### src/rtl/board_pkg.sv
// Shared constants and types for the game-board RAM arbiter.
package board_pkg;

  localparam int unsigned NUM_REQ      = 4;
  localparam int unsigned REQ_IDX_W    = 2;
  localparam int unsigned BOARD_ADDR_W = 6;
  localparam int unsigned PIECE_W      = 4;

  localparam int unsigned REQ_CONTROL   = 0;
  localparam int unsigned REQ_VALIDATOR = 1;
  localparam int unsigned REQ_DATAPATH  = 2;
  localparam int unsigned REQ_VIEW      = 3;

  localparam logic [NUM_REQ-1:0] DEFAULT_WRITER_MASK = NUM_REQ'(1) << REQ_DATAPATH;

  // One entry of the read-return tracking pipeline.
  typedef struct packed {
    logic                 valid;
    logic [REQ_IDX_W-1:0] tag;
  } rd_tag_t;

  function automatic logic [REQ_IDX_W-1:0] onehot_to_idx(input logic [NUM_REQ-1:0] oh);
    logic [REQ_IDX_W-1:0] idx;
    idx = '0;
    for (int i = 0; i < int'(NUM_REQ); i++) begin
      if (oh[i]) idx = REQ_IDX_W'(i);
    end
    return idx;
  endfunction

endpackage

### src/rtl/board_arbiter_rr_pick.sv
// Combinational 4-way round-robin picker; searches upward from last_grant+1.
module rr_pick
  import board_pkg::*;
(
  input  logic [NUM_REQ-1:0]   req,
  input  logic [REQ_IDX_W-1:0] last_grant,
  input  logic [NUM_REQ-1:0]   exclude,
  output logic [NUM_REQ-1:0]   gnt
);

  logic [NUM_REQ-1:0]   elig;
  logic [REQ_IDX_W-1:0] idx;

  assign elig = req & ~exclude;

  // Walk from lowest to highest priority so the nearest eligible requester wins.
  always_comb begin
    gnt = '0;
    idx = '0;
    for (int i = int'(NUM_REQ); i >= 1; i--) begin
      idx = last_grant + REQ_IDX_W'(i);
      if (elig[idx]) gnt = NUM_REQ'(1) << idx;
    end
  end

endmodule

### src/rtl/board_arbiter.sv
// Round-robin arbiter with bounded lock sharing the single-port board RAM;
// returns tagged read data to the requester that issued each read.
module board_arbiter
  import board_pkg::*;
#(
  parameter int unsigned        ADDR_W       = BOARD_ADDR_W,
  parameter int unsigned        DATA_W       = PIECE_W,
  parameter int unsigned        READ_LATENCY = 1,
  parameter logic [NUM_REQ-1:0] WRITER_MASK  = DEFAULT_WRITER_MASK,
  parameter int unsigned        MAX_LOCK     = 8
) (
  input  logic                      clk,
  input  logic                      resetn,
  input  logic [NUM_REQ-1:0]        req,
  input  logic [NUM_REQ-1:0]        lock,
  input  logic [NUM_REQ-1:0]        req_we,
  input  logic [NUM_REQ*ADDR_W-1:0] req_addr,
  input  logic [NUM_REQ*DATA_W-1:0] req_wdata,
  output logic [NUM_REQ-1:0]        gnt,
  output logic [NUM_REQ-1:0]        rvalid,
  output logic [NUM_REQ*DATA_W-1:0] rdata,
  output logic [NUM_REQ-1:0]        wr_err,
  output logic [ADDR_W-1:0]         mem_addr,
  output logic [DATA_W-1:0]         mem_wdata,
  output logic                      mem_we,
  input  logic [DATA_W-1:0]         mem_rdata
);

  localparam int unsigned      CNT_W    = $clog2(MAX_LOCK + 1);
  localparam logic [CNT_W-1:0] LOCK_CAP = CNT_W'(MAX_LOCK);

  localparam logic [0:0] LOCK_IDLE = 1'b0;
  localparam logic [0:0] LOCK_HELD = 1'b1;

  logic [0:0]           lock_state, lock_state_n;
  logic [REQ_IDX_W-1:0] lock_owner, lock_owner_n;
  logic [CNT_W-1:0]     lock_cnt, lock_cnt_n;
  logic [REQ_IDX_W-1:0] last_grant, last_grant_n;
  rd_tag_t              tag_pipe [READ_LATENCY];
  rd_tag_t              push_tag;
  rd_tag_t              tail;
  logic [NUM_REQ-1:0]   wr_err_n;

  logic [NUM_REQ-1:0]   owner_oh;
  logic                 held;
  logic                 contended;
  logic                 at_cap;
  logic                 keep;
  logic [NUM_REQ-1:0]   exclude;
  logic [NUM_REQ-1:0]   rr_gnt;
  logic [REQ_IDX_W-1:0] g_idx;

  // Lock holds while the owner keeps req+lock, unless capped with someone else waiting.
  always_comb begin
    owner_oh  = NUM_REQ'(1) << lock_owner;
    held      = (lock_state == LOCK_HELD) && req[lock_owner] && lock[lock_owner];
    contended = |(req & ~owner_oh);
    at_cap    = (lock_cnt == LOCK_CAP);
    keep      = held && !(at_cap && contended);
    exclude   = (held && at_cap && contended) ? owner_oh : '0;
  end

  rr_pick u_rr_pick (
    .req        (req),
    .last_grant (last_grant),
    .exclude    (exclude),
    .gnt        (rr_gnt)
  );

  // Grant, RAM access and next-state for lock, rotation and read tracking.
  always_comb begin
    gnt          = '0;
    g_idx        = '0;
    mem_addr     = '0;
    mem_wdata    = '0;
    mem_we       = 1'b0;
    wr_err_n     = '0;
    push_tag     = '0;
    last_grant_n = last_grant;
    lock_state_n = LOCK_IDLE;
    lock_owner_n = lock_owner;
    lock_cnt_n   = '0;

    if (resetn) gnt = keep ? owner_oh : rr_gnt;
    g_idx = onehot_to_idx(gnt);

    if (|gnt) begin
      mem_addr       = req_addr[ADDR_W*g_idx +: ADDR_W];
      mem_wdata      = req_wdata[DATA_W*g_idx +: DATA_W];
      mem_we         = req_we[g_idx] & WRITER_MASK[g_idx];
      wr_err_n       = (req_we[g_idx] & ~WRITER_MASK[g_idx]) ? gnt : '0;
      // Disallowed writes are executed as reads, so they still get a return.
      push_tag.valid = ~mem_we;
      push_tag.tag   = g_idx;
      last_grant_n   = g_idx;
      if (keep) begin
        lock_state_n = LOCK_HELD;
        lock_cnt_n   = at_cap ? lock_cnt : lock_cnt + CNT_W'(1);
      end else if (lock[g_idx]) begin
        lock_state_n = LOCK_HELD;
        lock_owner_n = g_idx;
        lock_cnt_n   = CNT_W'(1);
      end
    end
  end

  assign tail = tag_pipe[READ_LATENCY-1];

  always_ff @(posedge clk or negedge resetn) begin
    if (!resetn) begin
      lock_state <= LOCK_IDLE;
      lock_owner <= '0;
      lock_cnt   <= '0;
      last_grant <= REQ_IDX_W'(NUM_REQ - 1);
      rvalid     <= '0;
      wr_err     <= '0;
      rdata      <= '0;
      for (int unsigned i = 0; i < READ_LATENCY; i++) tag_pipe[i] <= '0;
    end else begin
      lock_state  <= lock_state_n;
      lock_owner  <= lock_owner_n;
      lock_cnt    <= lock_cnt_n;
      last_grant  <= last_grant_n;
      wr_err      <= wr_err_n;
      tag_pipe[0] <= push_tag;
      for (int unsigned i = 1; i < READ_LATENCY; i++) tag_pipe[i] <= tag_pipe[i-1];
      rvalid      <= tail.valid ? (NUM_REQ'(1) << tail.tag) : '0;
      if (tail.valid) rdata[DATA_W*tail.tag +: DATA_W] <= mem_rdata;
    end
  end

endmodule

### config.mk
export PLATFORM = sky130hd
export DESIGN_NAME = board_arbiter
export DESIGN_NICKNAME = d
export VERILOG_FILES = /design/src/rtl/board_pkg.sv /design/src/rtl/board_arbiter_rr_pick.sv /design/src/rtl/board_arbiter.sv
export SDC_FILE = /design/constraint.sdc
export NUM_CORES = 1
export LEC_CHECK = 0
export BUFFER_PORTS_ARGS = -buffer_cell sky130_fd_sc_hd__buf_4
export CORE_ASPECT_RATIO = 0.6
export CORE_MARGIN = 8
export CORE_UTILIZATION = 30
export CTS_CLUSTER_DIAMETER = 50
export CTS_CLUSTER_SIZE = 25
export DETAILED_ROUTE_END_ITERATION = 10
export GPL_TIMING_DRIVEN = 0
export PLACE_DENSITY = 0.65
export SLEW_MARGIN = 20
export SYNTH_ARGS = -nofsm -noshare
export SYNTH_HDL_FRONTEND = slang
export SYNTH_SLANG_ARGS = --single-unit
### constraint.sdc
create_clock -name clk -period 4 [get_ports clk]
set_clock_uncertainty 0.15 [all_clocks]
set_input_delay 0 -clock clk [delete_from_list [all_inputs] [get_ports clk]]
set_output_delay 0 -clock clk [all_outputs]
set_load 0.01 [all_outputs]
==> results.json <==
{
  "failed_checks": "negative setup slack",
  "setup-violations-final": 6,
  "grt_use_total_pct": 15.4,
  "drt_iter0_drc": 191,
  "crit_fanout": 8,
  "clockBufferDepth": 2,
  "clock-sinks": 36,
  "drv_slew": 0,
  "use_met2_pct": 24.0,
  "syn-cell-area_um2": 2630,
  "finalCriticalPeriod_ps": 4120,
  "ys_seq_elements": 36,
  "cpPeakStageDelay_ps": 560,
  "clk_pin_slew_worst_paths_ps": 50,
  "via_per_inst": 5.20,
  "async_flop_share_pct": 100,
  "grt.overflow.total": 0,
  "final_nets": 519,
  "dp_cells": 511,
  "gp_congestion": 0.891,
  "finalCritPeriodShare_pct": 103,
  "antenna_found_initial": 0,
  "layout_common_cells": "buf_4, nand2_1, dfrtp_1, nor2_1, o31ai_1",
  "antenna_cells": 0,
  "worstSkewPairLatency_ps": 280,
  "grt_max_degree": 40,
  "grt_pass1_vias": 2963,
  "startpoint_type": "register",
  "postLayoutCoreUtil_pct": 50.5,
  "critPathArrivalTime_ps": 3970,
  "grt_pass1_wl_um": 15000,
  "post_drt_wl_per_cell_um": 17.4,
  "hold_viol_final": 0,
  "final_cell_area_um2": 4310,
  "criticalPathCategory": "reg2out",
  "outcome": "finished, violations left",
  "met1_usage_pct": 19.9,
  "rsz0062_at_grt": "true",
  "slowest_stage": "mux4_2",
  "drt_wl_total_um": 9780,
  "met3_usage_pct": 5.27,
  "final_common_cell": "buf_4",
  "relSlewSlack_pct": 52.5,
  "dpl_cell_area_um2": 3490,
  "synth_cell_types": 65,
  "ys_warn_count": 0,
  "vdd_drop_max_uv": 783,
  "synth-main-ff-cell": "dfrtp_1",
  "seq_area_frac_synth_pct": 34.4,
  "cap_violations": 0,
  "cts_tree": "done",
  "cts_buffers": 5,
  "htreeDepth": 2,
  "route.vias.total": 2928,
  "p_leak_uw": 0.00203,
  "dp.final_hpwl_um": 6850,
  "drive_gt1_share_pct": 43.7,
  "hold_class": "in2reg",
  "endpoint_kind": "output pin",
  "netlist_instances": 303,
  "syn_to_final_growth_pct": 63.9,
  "critical-path-top-delay-family": "compound AO/OA/AOI/OAI gates",
  "die-area_um2": 12100,
  "cts_root_buf": "clkbuf_16",
  "tns_ps": -369,
  "start_util_pct": 30.8,
  "first_pass_iters": 4,
  "path_cells": "buf_6 -> mux4_2 -> o31a_1 -> mux4_2 -> and2_4 -> o311a_4 -> o21a_4 -> buf_8 -> nor2b_4 -> buf_6 -> a221oi_2 -> o31ai_1 -> buf_4",
  "syn_nets": 372,
  "final_cells": 563,
  "pwr_density_cell_nw_per_um2": 949,
  "fmax_ghz": 0.243,
  "rows": 26,
  "detail-route-antenna-nets": 0,
  "setup_slack_ps": -116,
  "numPortBuffers": 96,
  "cp_num_buf_inv": 4,
  "dieHeight_um": 88.5,
  "drc": 0,
  "worst_pin_slew_ps": 707,
  "avgSynthCellArea_um2": 8.68,
  "pin_count": 97,
  "core-area_um2": 8520,
  "synth-edff-count": 0,
  "die_w_um": 137,
  "required_ps": 3850,
  "busiest_layer": "met2",
  "holdWs_ps": 34.3
}
==> routing by layer <==
layer | part of all wire (%) | vias up
li1 | - | 1399
met1 | 45 | 1382
met2 | 44 | 128
met3 | 9.1 | 19
met4 | 1.9 | 0
met5 | 0 | -
==> power breakdown <==
group / internal, µW / total (µW) / switching, µW
clock: 229 / 378 / 149
sequential: 512 / 612 / 99.5
combinational: 1540 / 3100 / 1560
==> cell families (layout without fill, tap and decap cells) <==
kind of cell,Yosys count,in the layout,synth area share [%]
XOR/XNOR,4,4,1.33
AND/OR/NAND/NOR,126,126,22.8
flip-flops,36,36,34.4
buffers and inverters,37,185,6.24
multiplexers,7,7,4.19
adder cells (fa/ha/maj),11,11,5.24
AO/OA/AOI/OAI,82,82,25.8
==> registers in the layout, indices dropped and copies added (netlist names) <==
name        flops
rdata          16
lock_cnt        4
rvalid          4
wr_err          4
tag_pipe        3
last_grant      2
lock_owner      2
lock_state      1
==> worst reg2reg max path, delay by kind of cell, from the launching register on <==
kind / cells / cell delay (ps)
buffers and inverters: 5 / 720
muxes: 2 / 1120
and+or+nand+nor: 2 / 330
AOI/OAI and AO/OA: 5 / 1290
DFF: 1 / 370
==> cell usage after synthesis, types with 4 or more instances <==
| library cell | instances | area [µm²] |
|---|---|---|
| ha_1 | 11 | 138 |
| nand2_1 | 55 | 206 |
| o31ai_1 | 23 | 173 |
| o31a_1 | 4 | 35.0 |
| nand2b_1 | 8 | 50.1 |
| inv_1 | 19 | 71.3 |
| nand3_1 | 6 | 30.0 |
| buf_2 | 5 | 25.0 |
| a221oi_1 | 10 | 87.6 |
| nor3_1 | 7 | 35.0 |
| o21ai_0 | 10 | 50.1 |
| nor2_1 | 25 | 93.8 |
| clkbuf_1 | 7 | 26.3 |
| dfrtp_1 | 34 | 851 |
==> stage by stage <==
stage               total power, µW  setup slack [ps]
floorplan                      2070               368
global placement               2880              -222
detailed placement             2910              -235
CTS                            3650              10.2
global route                   4360              -177
finish                         4090              -116
==> repair_timing <==
item	CTS	global route
pin swaps	12	24
hold endpoints to repair	57	0
hold buffers	10	0
gates cloned	2	0
setup endpoints to repair	17	17
resized for setup	35	41
buffers inserted	18	18
==> layout make-up <==
cell class | instances | area, µm²
tap | 112 | 140
sequential | 36 | 903
timing repair buffer | 143 | 1160
multi-input combinational | 230 | 1750
inverter | 20 | 80.1
clock buffer | 5 | 125
clock inverter | 3 | 18.8
fill | 806 | 4220
buffer | 14 | 129
==> path summary, 6_finish.rpt <==
path	startpoint	slack (ps)	cells after the start	end
worst min-delay path	req_we[0]	30	4	wr_err[0]
min in group asynchronous	resetn	80	2	rdata[15]
worst max register to register	lock_owner[1]	-80	14	lock_owner[0]
worst min register to register	rdata[5]	340	2	rdata[5]
worst max-delay path	lock_owner[1]	-120	13	mem_addr[2]
max in group asynchronous	resetn	3250	2	last_grant[1]
Note: power is estimated with default switching activity, not from simulation.
